**src/rtl/sched_pkg.sv**
```systemverilog
// sched_pkg: shared state encoding and watchdog default for exec_scheduler.
package sched_pkg;
    typedef enum logic [1:0] {IDLE, DISPATCH, BUSY, RECONF} state_t;
    localparam int WDT_CYCLES_DEF = 1024;
endpackage

```
**src/rtl/exec_scheduler_if.sv**
```systemverilog
// exec_scheduler_if: requester, executor and reconfiguration signals of exec_scheduler.
interface exec_scheduler_if #(
    parameter int NUM_REQ = 4,
    parameter int ADDR_W  = 8
);
    localparam int SW = $clog2(NUM_REQ);
    logic [NUM_REQ-1:0]             req_valid_i;
    logic [NUM_REQ-1:0][ADDR_W-1:0] req_op_i;
    logic [NUM_REQ-1:0]             req_ready_o;
    logic                           start_o;
    logic [ADDR_W-1:0]              op_start_cnt_o;
    logic [SW-1:0]                  sel_o;
    logic                           exec_done_i;
    logic                           done_o;
    logic [SW-1:0]                  done_port_o;
    logic                           mod_req_i;
    logic                           mod_start_o;
    logic                           mod_ack_o;
    logic                           timeout_o;
    modport master (
        output req_valid_i, req_op_i, exec_done_i, mod_req_i,
        input  req_ready_o, start_o, op_start_cnt_o, sel_o, done_o, done_port_o,
               mod_start_o, mod_ack_o, timeout_o
    );
    modport slave (
        input  req_valid_i, req_op_i, exec_done_i, mod_req_i,
        output req_ready_o, start_o, op_start_cnt_o, sel_o, done_o, done_port_o,
               mod_start_o, mod_ack_o, timeout_o
    );
endinterface

```
**src/rtl/rr_arbiter.sv**
```systemverilog
// rr_arbiter: combinational round-robin pick, searching from last+1 with wrap.
module rr_arbiter #(
    parameter int NUM_REQ = 4,
    localparam int SW = $clog2(NUM_REQ)
) (
    input  logic [NUM_REQ-1:0] valid,
    input  logic [SW-1:0]      last,
    output logic [SW-1:0]      gnt,
    output logic               any
);
    // Descending scan so the closest requester after last is written last and wins.
    always_comb begin
        gnt = '0;
        any = 1'b0;
        for (int i = NUM_REQ; i >= 1; i--) begin
            if (valid[SW'((int'(last) + i) % NUM_REQ)]) begin
                gnt = SW'((int'(last) + i) % NUM_REQ);
                any = 1'b1;
            end
        end
    end
endmodule

```
**src/rtl/exec_scheduler.sv**
```systemverilog
// exec_scheduler: round-robin packet dispatch to one executor with reconfig priority.
// Optional watchdog abort on a stalled executor is enabled by defining EXEC_SCHED_WDT_EN.
module exec_scheduler
    import sched_pkg::*;
#(
    parameter int NUM_REQ    = 4,
    parameter int ADDR_W     = 8,
    parameter int WDT_CYCLES = WDT_CYCLES_DEF,
    localparam int SW = $clog2(NUM_REQ)
) (
    input logic clk,
    input logic rst,
    exec_scheduler_if.slave bus
);
    state_t            state, nxt;
    logic [SW-1:0]     g, last, arb_g;
    logic              arb_any, done, wdt_hit;
    logic [ADDR_W-1:0] op_q;

    rr_arbiter #(.NUM_REQ(NUM_REQ)) u_arb (
        .valid(bus.req_valid_i),
        .last (last),
        .gnt  (arb_g),
        .any  (arb_any)
    );

`ifdef EXEC_SCHED_WDT_EN
    localparam int WW = $clog2(WDT_CYCLES);
    logic [WW-1:0] wdt;
    always_ff @(posedge clk)
        wdt <= (rst || state != BUSY) ? '0 : wdt + 1'b1;
    assign wdt_hit = state == BUSY && wdt == WW'(WDT_CYCLES - 1);
`else
    assign wdt_hit = 1'b0;
`endif

    // Outputs are gated by rst so everything reads 0 while reset is held.
    always_comb begin
        nxt                = state;
        done               = 1'b0;
        bus.req_ready_o    = '0;
        bus.start_o        = 1'b0;
        bus.mod_start_o    = 1'b0;
        bus.mod_ack_o      = 1'b0;
        bus.timeout_o      = 1'b0;
        if (!rst) begin
            unique case (state)
                IDLE: begin
                    if (bus.mod_req_i) nxt = RECONF;
                    else if (arb_any) begin
                        nxt = DISPATCH;
                        bus.req_ready_o[arb_g] = 1'b1;
                    end
                end
                DISPATCH: begin
                    bus.start_o = 1'b1;
                    nxt         = BUSY;
                end
                BUSY: begin
                    if (bus.exec_done_i || wdt_hit) begin
                        done          = 1'b1;
                        bus.timeout_o = !bus.exec_done_i;
                        nxt           = IDLE;
                    end
                end
                RECONF: begin
                    bus.mod_start_o = 1'b1;
                    bus.mod_ack_o   = 1'b1;
                    nxt             = IDLE;
                end
                default: nxt = IDLE;
            endcase
        end
        bus.done_o         = done;
        bus.done_port_o    = done ? g : '0;
        bus.op_start_cnt_o = bus.start_o ? op_q : '0;
        bus.sel_o          = g;
    end

    always_ff @(posedge clk) begin
        if (rst) begin
            state <= IDLE;
            g     <= '0;
            last  <= SW'(NUM_REQ - 1);
            op_q  <= '0;
        end else begin
            state <= nxt;
            if (state == IDLE && nxt == DISPATCH) begin
                g    <= arb_g;
                op_q <= bus.req_op_i[arb_g];
            end
            if (done) last <= g;
        end
    end
endmodule
```
**src/flat_wrapper.sv**
```systemverilog
// flat-port wrapper written by rule: the top's interface ports become plain ports
module exec_scheduler_flat import sched_pkg::*;
#(
    parameter int NUM_REQ    = 4,
    parameter int ADDR_W     = 8,
    parameter int WDT_CYCLES = WDT_CYCLES_DEF,
    localparam int SW = $clog2(NUM_REQ)
)
  (clk, rst, bus_req_valid_i, bus_req_op_i, bus_exec_done_i, bus_mod_req_i, bus_req_ready_o, bus_start_o, bus_op_start_cnt_o, bus_sel_o, bus_done_o, bus_done_port_o, bus_mod_start_o, bus_mod_ack_o, bus_timeout_o);
  exec_scheduler_if #(.NUM_REQ(NUM_REQ), .ADDR_W(ADDR_W)) bus_i ();
  input logic clk;
  input logic rst;
  input wire logic [$bits(bus_i.req_valid_i)-1:0] bus_req_valid_i;
  input wire logic [$bits(bus_i.req_op_i)-1:0] bus_req_op_i;
  input wire logic [$bits(bus_i.exec_done_i)-1:0] bus_exec_done_i;
  input wire logic [$bits(bus_i.mod_req_i)-1:0] bus_mod_req_i;
  output wire logic [$bits(bus_i.req_ready_o)-1:0] bus_req_ready_o;
  output wire logic [$bits(bus_i.start_o)-1:0] bus_start_o;
  output wire logic [$bits(bus_i.op_start_cnt_o)-1:0] bus_op_start_cnt_o;
  output wire logic [$bits(bus_i.sel_o)-1:0] bus_sel_o;
  output wire logic [$bits(bus_i.done_o)-1:0] bus_done_o;
  output wire logic [$bits(bus_i.done_port_o)-1:0] bus_done_port_o;
  output wire logic [$bits(bus_i.mod_start_o)-1:0] bus_mod_start_o;
  output wire logic [$bits(bus_i.mod_ack_o)-1:0] bus_mod_ack_o;
  output wire logic [$bits(bus_i.timeout_o)-1:0] bus_timeout_o;
  assign bus_i.req_valid_i = bus_req_valid_i;
  assign bus_i.req_op_i = bus_req_op_i;
  assign bus_i.exec_done_i = bus_exec_done_i;
  assign bus_i.mod_req_i = bus_mod_req_i;
  assign bus_req_ready_o = bus_i.req_ready_o;
  assign bus_start_o = bus_i.start_o;
  assign bus_op_start_cnt_o = bus_i.op_start_cnt_o;
  assign bus_sel_o = bus_i.sel_o;
  assign bus_done_o = bus_i.done_o;
  assign bus_done_port_o = bus_i.done_port_o;
  assign bus_mod_start_o = bus_i.mod_start_o;
  assign bus_mod_ack_o = bus_i.mod_ack_o;
  assign bus_timeout_o = bus_i.timeout_o;
  exec_scheduler #(.NUM_REQ(NUM_REQ), .ADDR_W(ADDR_W), .WDT_CYCLES(WDT_CYCLES)) u_core (.clk(clk), .rst(rst), .bus(bus_i));
endmodule
```
**config.mk**
```make
export PLATFORM = sky130hd
export DESIGN_NAME = exec_scheduler_flat
export DESIGN_NICKNAME = d
export VERILOG_FILES = /design/src/rtl/sched_pkg.sv /design/src/rtl/exec_scheduler_if.sv /design/src/rtl/rr_arbiter.sv /design/src/rtl/exec_scheduler.sv /design/src/flat_wrapper.sv
export SDC_FILE = /design/constraint.sdc
export NUM_CORES = 1
export LEC_CHECK = 0
export CORE_MARGIN = 4
export CORE_UTILIZATION = 39
export DETAILED_ROUTE_END_ITERATION = 8
export PLACE_DENSITY = 0.86
export SYNTH_ARGS = -nofsm -noshare
export SYNTH_HDL_FRONTEND = slang
export SYNTH_HIERARCHICAL = 1
export SYNTH_SLANG_ARGS = --single-unit
```
**constraint.sdc**
```tcl
create_clock -name clk -period 3.4 [get_ports clk]
set_input_delay 0.51 -clock clk [delete_from_list [all_inputs] [get_ports clk]]
set_output_delay 0.51 -clock clk [all_outputs]
set_load 0.02 [all_outputs]
```
==> reports/metrics.yaml, run 1 <==
placed_design:
  globalplace.congestion: 0.762
  placed_area_mm2: 0.00157
  io_buffers: 59
  dp_hpwl_mm: 2.35
  dp_cells: 191
pwr:
  power.density_mw_per_mm2: 278
  vdd_drop_max_mv: 0.199
  leakage_nw: 0.613
worst_setup_path:
  crit_chain: "clkdlybuf4s50_1 > a21oi_1 > a31oi_1 > a21oi_1 > buf_4 > and3_1 > clkdlybuf4s50_1"
  required_ns: 2.89
  critPathArrivalTime_ns: 2.60
  start_kind: "input port"
  criticalPathCategory: "in -> out"
  cp_slowest_cell: "clkdlybuf4s50_1"
  critPathCaptureType: "primary output"
  max_stage_delay_ns: 0.60
  cp_top_family: "buffers and inverters"
  path_buf_inv: 3
  crit_path_max_fanout: 8
  r2r_slack_ns: 1.28
  cp.depth: 7
  r2r_cells: 7
timing:
  hold_violations: 0
  setup_viol: 0
  whs_ns: 0.468
  report.final.slew_viol_count: 0
  rsz0062_at_grt: "false"
  fmax_ghz: 0.321
  finalCritPeriodShare_pct: 91.5
  finalSetupTns_ns: 0
  min_period_ns: 3.11
  finalClockSkew_ns: 0.00126
clock_tree:
  clk_latency_ns: 0.27
  clock_sinks: 14
  cts_setup_buffers: 0
  cts-buffers-inserted: 3
  postCtsHoldBufs: 0
  clockBufferDepth: 2
  clk_pin_slew_ns: 0.07
  cts_tree: "yes"
  clockRootBuffer: "clkbuf_4"
  cts_resized: 0
  ctsHtreeMaxLevel: 1
drt:
  totalWireLength_mm: 2.82
  vias: 1035
  drt_iter0_drc: 25
  post_drt_wl_per_cell_um: 14.6
  antenna_left: 0
  via_per_inst: 5.34
  drtPass1Iterations: 4
  drcViolationCount: 0
logic_synthesis:
  synth_cell_type_count: 31
  synth-edff-count: 0
  ys_warn_count: 6
  synth_area_um2: 963
  ys_seq_area_share_pct: 29.1
  ys_ff_latch: 14
  synth_nets: 148
  dominantRegCellSynth: "dfxtp_1"
  synthCells: 108
  synth_area_per_cell_um2: 8.92
  synthArstFlopShare_pct: 0
grt:
  grt_use_total_pct: 18.2
  antenna_found_initial: 0
  grt_max_degree: 19
  grt.overflow.total: 0
  grt_first_pass_wirelength_mm: 4.69
  grt_pass1_vias: 1025
floorplanning:
  core_area_mm2: 0.00228
  rows: 17
  initial_core_util_pct: 42.3
  die_w_um: 57.7
  ios: 61
  die_h_um: 57.7
  dieArea_mm2: 0.00333
finish:
  final_area_mm2: 0.00160
  stdcell_count: 194
  fill_cells: 180
  insertedDiodeCount: 0
  finalNetCount: 208
  layout_commonest_cell: "clkdlybuf4s50_1"
  drive_above_1_share_pct: 10.8
  synthToLayoutAreaGrowth_pct: 65.7
  final_cell_mix: "59 x clkdlybuf4s50_1, 14 x dfxtp_1, 11 x nand2b_1"
flow_run:
  drv_cap: 0
min_path:
  hold_class: "reg -> reg"
  hold_depth: 2
status:
  status: "finished clean"
[path summary, 6_finish.rpt]
path / startpoint / endpoint
max: bus_req_valid_i[1] / bus_req_ready_o[3]
min: u_core/op_q[0] / u_core/op_q[0]
max reg2reg: u_core/last[1] / u_core/op_q[4]
min reg2reg: u_core/op_q[0] / u_core/op_q[0]
[flip-flops by register name (all words and copies together) (netlist names)]
name              flops
u_core/bus.sel_o      2
u_core/op_q           8
u_core/state          2
u_core/last           2
[metal layers]
| layer | up-vias | wire length [um] | global-route usage, % |
|---|---|---|---|
| li1 | 509 | - | - |
| met1 | 474 | 1160 | 21.8 |
| met2 | 47 | 1400 | 30.3 |
| met3 | 5 | 229 | 5.57 |
| met4 | 0 | 36 | 6.95 |
| met5 | - | 0 | 0 |
[worst reg2reg max path, cell delays in order (launching register included)]
cell and delay (ns):
dfxtp_1 0.45, nand2b_1 0.16, a21oi_2 0.06, o221ai_2 0.30, buf_4 0.25, mux4_1 0.59, nand3_1 0.10, o21ai_0 0.08
[logic make-up after synthesis]
logic type             after synthesis  synth area share [%]
flip-flops                          14                  29.1
multiplexers                         9                  20.5
AND/OR/NAND/NOR                     51                  29.1
buffers and inverters               13                  7.40
other                                1                 0.389
AO/OA/AOI/OAI                       20                  13.5
[stage by stage]
| step | power (mW) | setup WS (ns) | util, % |
|---|---|---|---|
| 3_5_place_dp | 0.357 | 0.342 | 69.2 |
| 3_3_place_gp | 0.353 | 0.427 | 69.2 |
| 6_report | 0.444 | 0.287 | 70.1 |
| 5_1_grt | 0.472 | 0.194 | 70.1 |
| 4_1_cts | 0.447 | 0.319 | 70.1 |
| 2_1_floorplan | 0.282 | 1.25 | - |
[where the power goes]
group / total, mW / leakage (nW) / internal, mW / switching [mW]
Combinational: 0.161 / 0.484 / 0.0983 / 0.0625
Clock: 0.0901 / 0.0138 / 0.0411 / 0.0490
Sequential: 0.193 / 0.115 / 0.179 / 0.0135
Total: 0.444 / 0.613 / 0.319 / 0.125
[cells in the mapped netlist, types with 2 or more instances]
cell / instances / area [um^2]
a211o_1: 2 / 17.5
a21oi_1: 3 / 15.0
and2_1: 2 / 12.5
and3_1: 9 / 56.3
buf_2: 3 / 15.0
buf_4: 3 / 22.5
clkbuf_1: 3 / 11.3
dfxtp_1: 14 / 280
inv_1: 3 / 11.3
mux4_1: 2 / 52.6
mux4_2: 6 / 135
nand2_1: 2 / 7.51
nand2b_1: 11 / 68.8
nand3_1: 10 / 50.1
nor2_1: 10 / 37.5
nor3_1: 2 / 10.0
o21ai_0: 3 / 15.0
o21ai_1: 6 / 30.0
o31ai_1: 2 / 15.0
[layout make-up]
type | instances | area [um^2] | share of cell area (%)
Clock buffer | 3 | 22.5 | 1.41
Sequential cell | 14 | 280 | 17.6
Inverter | 3 | 11.3 | 0.705
Timing Repair Buffer | 65 | 636 | 39.8
Multi-Input combinational cell | 81 | 612 | 38.3
Tap cell | 28 | 35.0 | 2.19
No activity file was read; power rests on OpenSTA's default activity.
==> run 2: changes to the inputs <==
CORE_UTILIZATION = 40   (was 39)
CTS_BUF_LIST = sky130_fd_sc_hd__clkbuf_2   (was not set)
CTS_CLUSTER_DIAMETER = 50   (was not set)
PLACE_DENSITY = 0.88   (was 0.86)
RECOVER_POWER = 100   (was not set)
==> run 2 against run 1 <==
Worst hold slack gained 0.013 ns. Highest routed layer unchanged. Via count grew 3.3%. Combinational power shrank 4%. Power shrank 4.0%.
==> reports/metrics.yaml, run 2 (synthesis results as in run 1) <==
placed_design:
  placed_area_mm2: 0.00157
  dp_hpwl_mm: 2.46
  io_buffers: 59
  globalplace.congestion: 0.806
timing:
  finalSetupTns_ns: 0
  whs_ns: 0.481
  min_period_ns: 3.17
  setup_viol: 0
  slew_headroom_pct: 62.1
  worstMarginPinSlew_ns: 0.568
  finalClockSkew_ns: 0.00366
  finalCritPeriodShare_pct: 93.1
  rsz0062_at_grt: "false"
  report.final.slew_viol_count: 0
  fmax_ghz: 0.316
  hold_violations: 0
finish:
  regMostFlops: "u_core/op_q"
  insertedDiodeCount: 0
  fill_cells: 188
  final_core_util_pct: 70.0
  final_cell_mix: "37 x clkdlybuf4s50_1, 22 x dlygate4sd3_1, 14 x dfxtp_1"
  largest_register_ffs: 8
  finalNetCount: 207
  synthToLayoutAreaGrowth_pct: 63.8
  final_area_mm2: 0.00158
  layout_commonest_cell: "clkdlybuf4s50_1"
  drive_above_1_share_pct: 9.04
drt:
  totalWireLength_mm: 2.93
  via_per_inst: 5.51
  drcViolationCount: 0
  drtPass1Iterations: 4
  drt_iter0_drc: 35
  post_drt_wl_per_cell_um: 15.1
  vias: 1069
  antenna_left: 0
clock_tree:
  clockRootBuffer: "clkbuf_2"
  clk_latency_ns: 0.27
  cts_tree: "yes"
  clk_pin_slew_ns: 0.13
  cts-buffers-inserted: 3
  cts_setup_buffers: 0
  postCtsHoldBufs: 0
  clock_sinks: 14
  ctsHtreeMaxLevel: 1
  clockBufferDepth: 2
  cts_resized: 0
pwr:
  vdd_drop_max_mv: 0.228
  leakage_nw: 0.668
  p_comb_share_pct: 36.4
  switching_share_pct: 30.1
  intPower_mw: 0.298
  p_switching_mw: 0.128
  p_total_mw: 0.426
  power.density_mw_per_mm2: 270
  power_frac_seq_pct: 45.4
  clockPowerShare_pct: 18.2
worst_setup_path:
  critPathCaptureType: "primary output"
  crit_chain: "dlygate4sd3_1 > nor4_1 > and2_0 > nor3b_1 > dlygate4sd3_1"
  critPathArrivalTime_ns: 2.66
  start_kind: "input port"
  crit_path_max_fanout: 9
  path_buf_inv: 2
  cp_top_family: "buffers and inverters"
  required_ns: 2.89
  criticalPathCategory: "in -> out"
  cp_slowest_cell: "dlygate4sd3_1"
  path_common_cell: "dlygate4sd3_1"
  max_stage_delay_ns: 0.71
grt:
  grt.overflow.total: 0
  grt_first_pass_wirelength_mm: 4.90
  grt_max_degree: 16
  met2_usage_pct: 35.7
  grt_use_met3_pct: 3.85
  grt_use_total_pct: 18.8
  use_met1_pct: 20.5
  grt-busiest-layer: "met2"
  grt_pass1_vias: 1100
  antenna_found_initial: 0
status:
  status: "finished clean"
min_path:
  hold_class: "reg -> reg"
floorplanning:
  die_w_um: 57.1
  ios: 61
  die_h_um: 57.1
  rows: 17
  dieArea_mm2: 0.00326
  core_area_mm2: 0.00225
  initial_core_util_pct: 42.7
flow_run:
  drv_cap: 0
[run 2: changes by cell type in the layout (fill, tap and decap cells not counted), moves of 2 or more]
cell,previous run,this run
o21ai_0,3,7
clkdlybuf4s50_1,59,37
buf_4,6,4
clkbuf_4,3,0
clkbuf_2,0,3
dlygate4sd3_1,0,22
o21ai_1,6,2
[run 2: layer usage]
metal	part of all wire [%]	vias up
met3	9.6	2
li1	-	513
met2	53	58
met4	0.41	0
met1	37	496
met5	0	-
[run 2: power by group through the flow]
stage	logic [mW]	clock network, mW	registers (mW)
after floorplan	0.0892	0	0.193
after global placement	0.155	0	0.196
after global routing	0.169	0.0865	0.196
after detailed placement	0.161	0	0.197
final	0.155	0.0777	0.193
after CTS	0.161	0.0797	0.193
[run 2: through the flow]
step                worst slack (ns)  std cells
floorplan                       1.25        108
global placement               0.487        190
detailed placement             0.396        190
CTS                            0.379        194
global route                   0.133        194
finish                         0.234        194
[run 2: cell type report]
| cell class | instances | area (um^2) | share of cell area (%) |
|---|---|---|---|
| inverters | 3 | 11.3 | 0.714 |
| clock inverters | 1 | 3.75 | 0.238 |
| repair buffers | 64 | 624 | 39.6 |
| well taps | 28 | 35.0 | 2.22 |
| clock buffers | 3 | 15.0 | 0.952 |
| flip-flops and latches | 14 | 280 | 17.8 |
| multi-input cells | 81 | 608 | 38.5 |
[run 2: path summary, 6_finish.rpt]
| kind | slack, ns | from | endpoint | cells past startpoint |
|---|---|---|---|---|
| worst min register to register | 0.48 | u_core/op_q[0] | u_core/op_q[0] | 2 |
| worst max register to register | 1.01 | u_core/last[1] | u_core/op_q[3] | 7 |
| worst min-delay path | 0.48 | u_core/op_q[0] | u_core/op_q[0] | 2 |
| worst max-delay path | 0.23 | rst | bus_req_ready_o[0] | 5 |
[run 2: worst reg2reg max path: cells and delay by family (launching register included)]
kind / cells / cell delay [ns]
simple gates: 2 / 0.24
buf+inv: 1 / 0.49
compound gates: 3 / 0.47
mux: 1 / 0.63
flops: 1 / 0.46
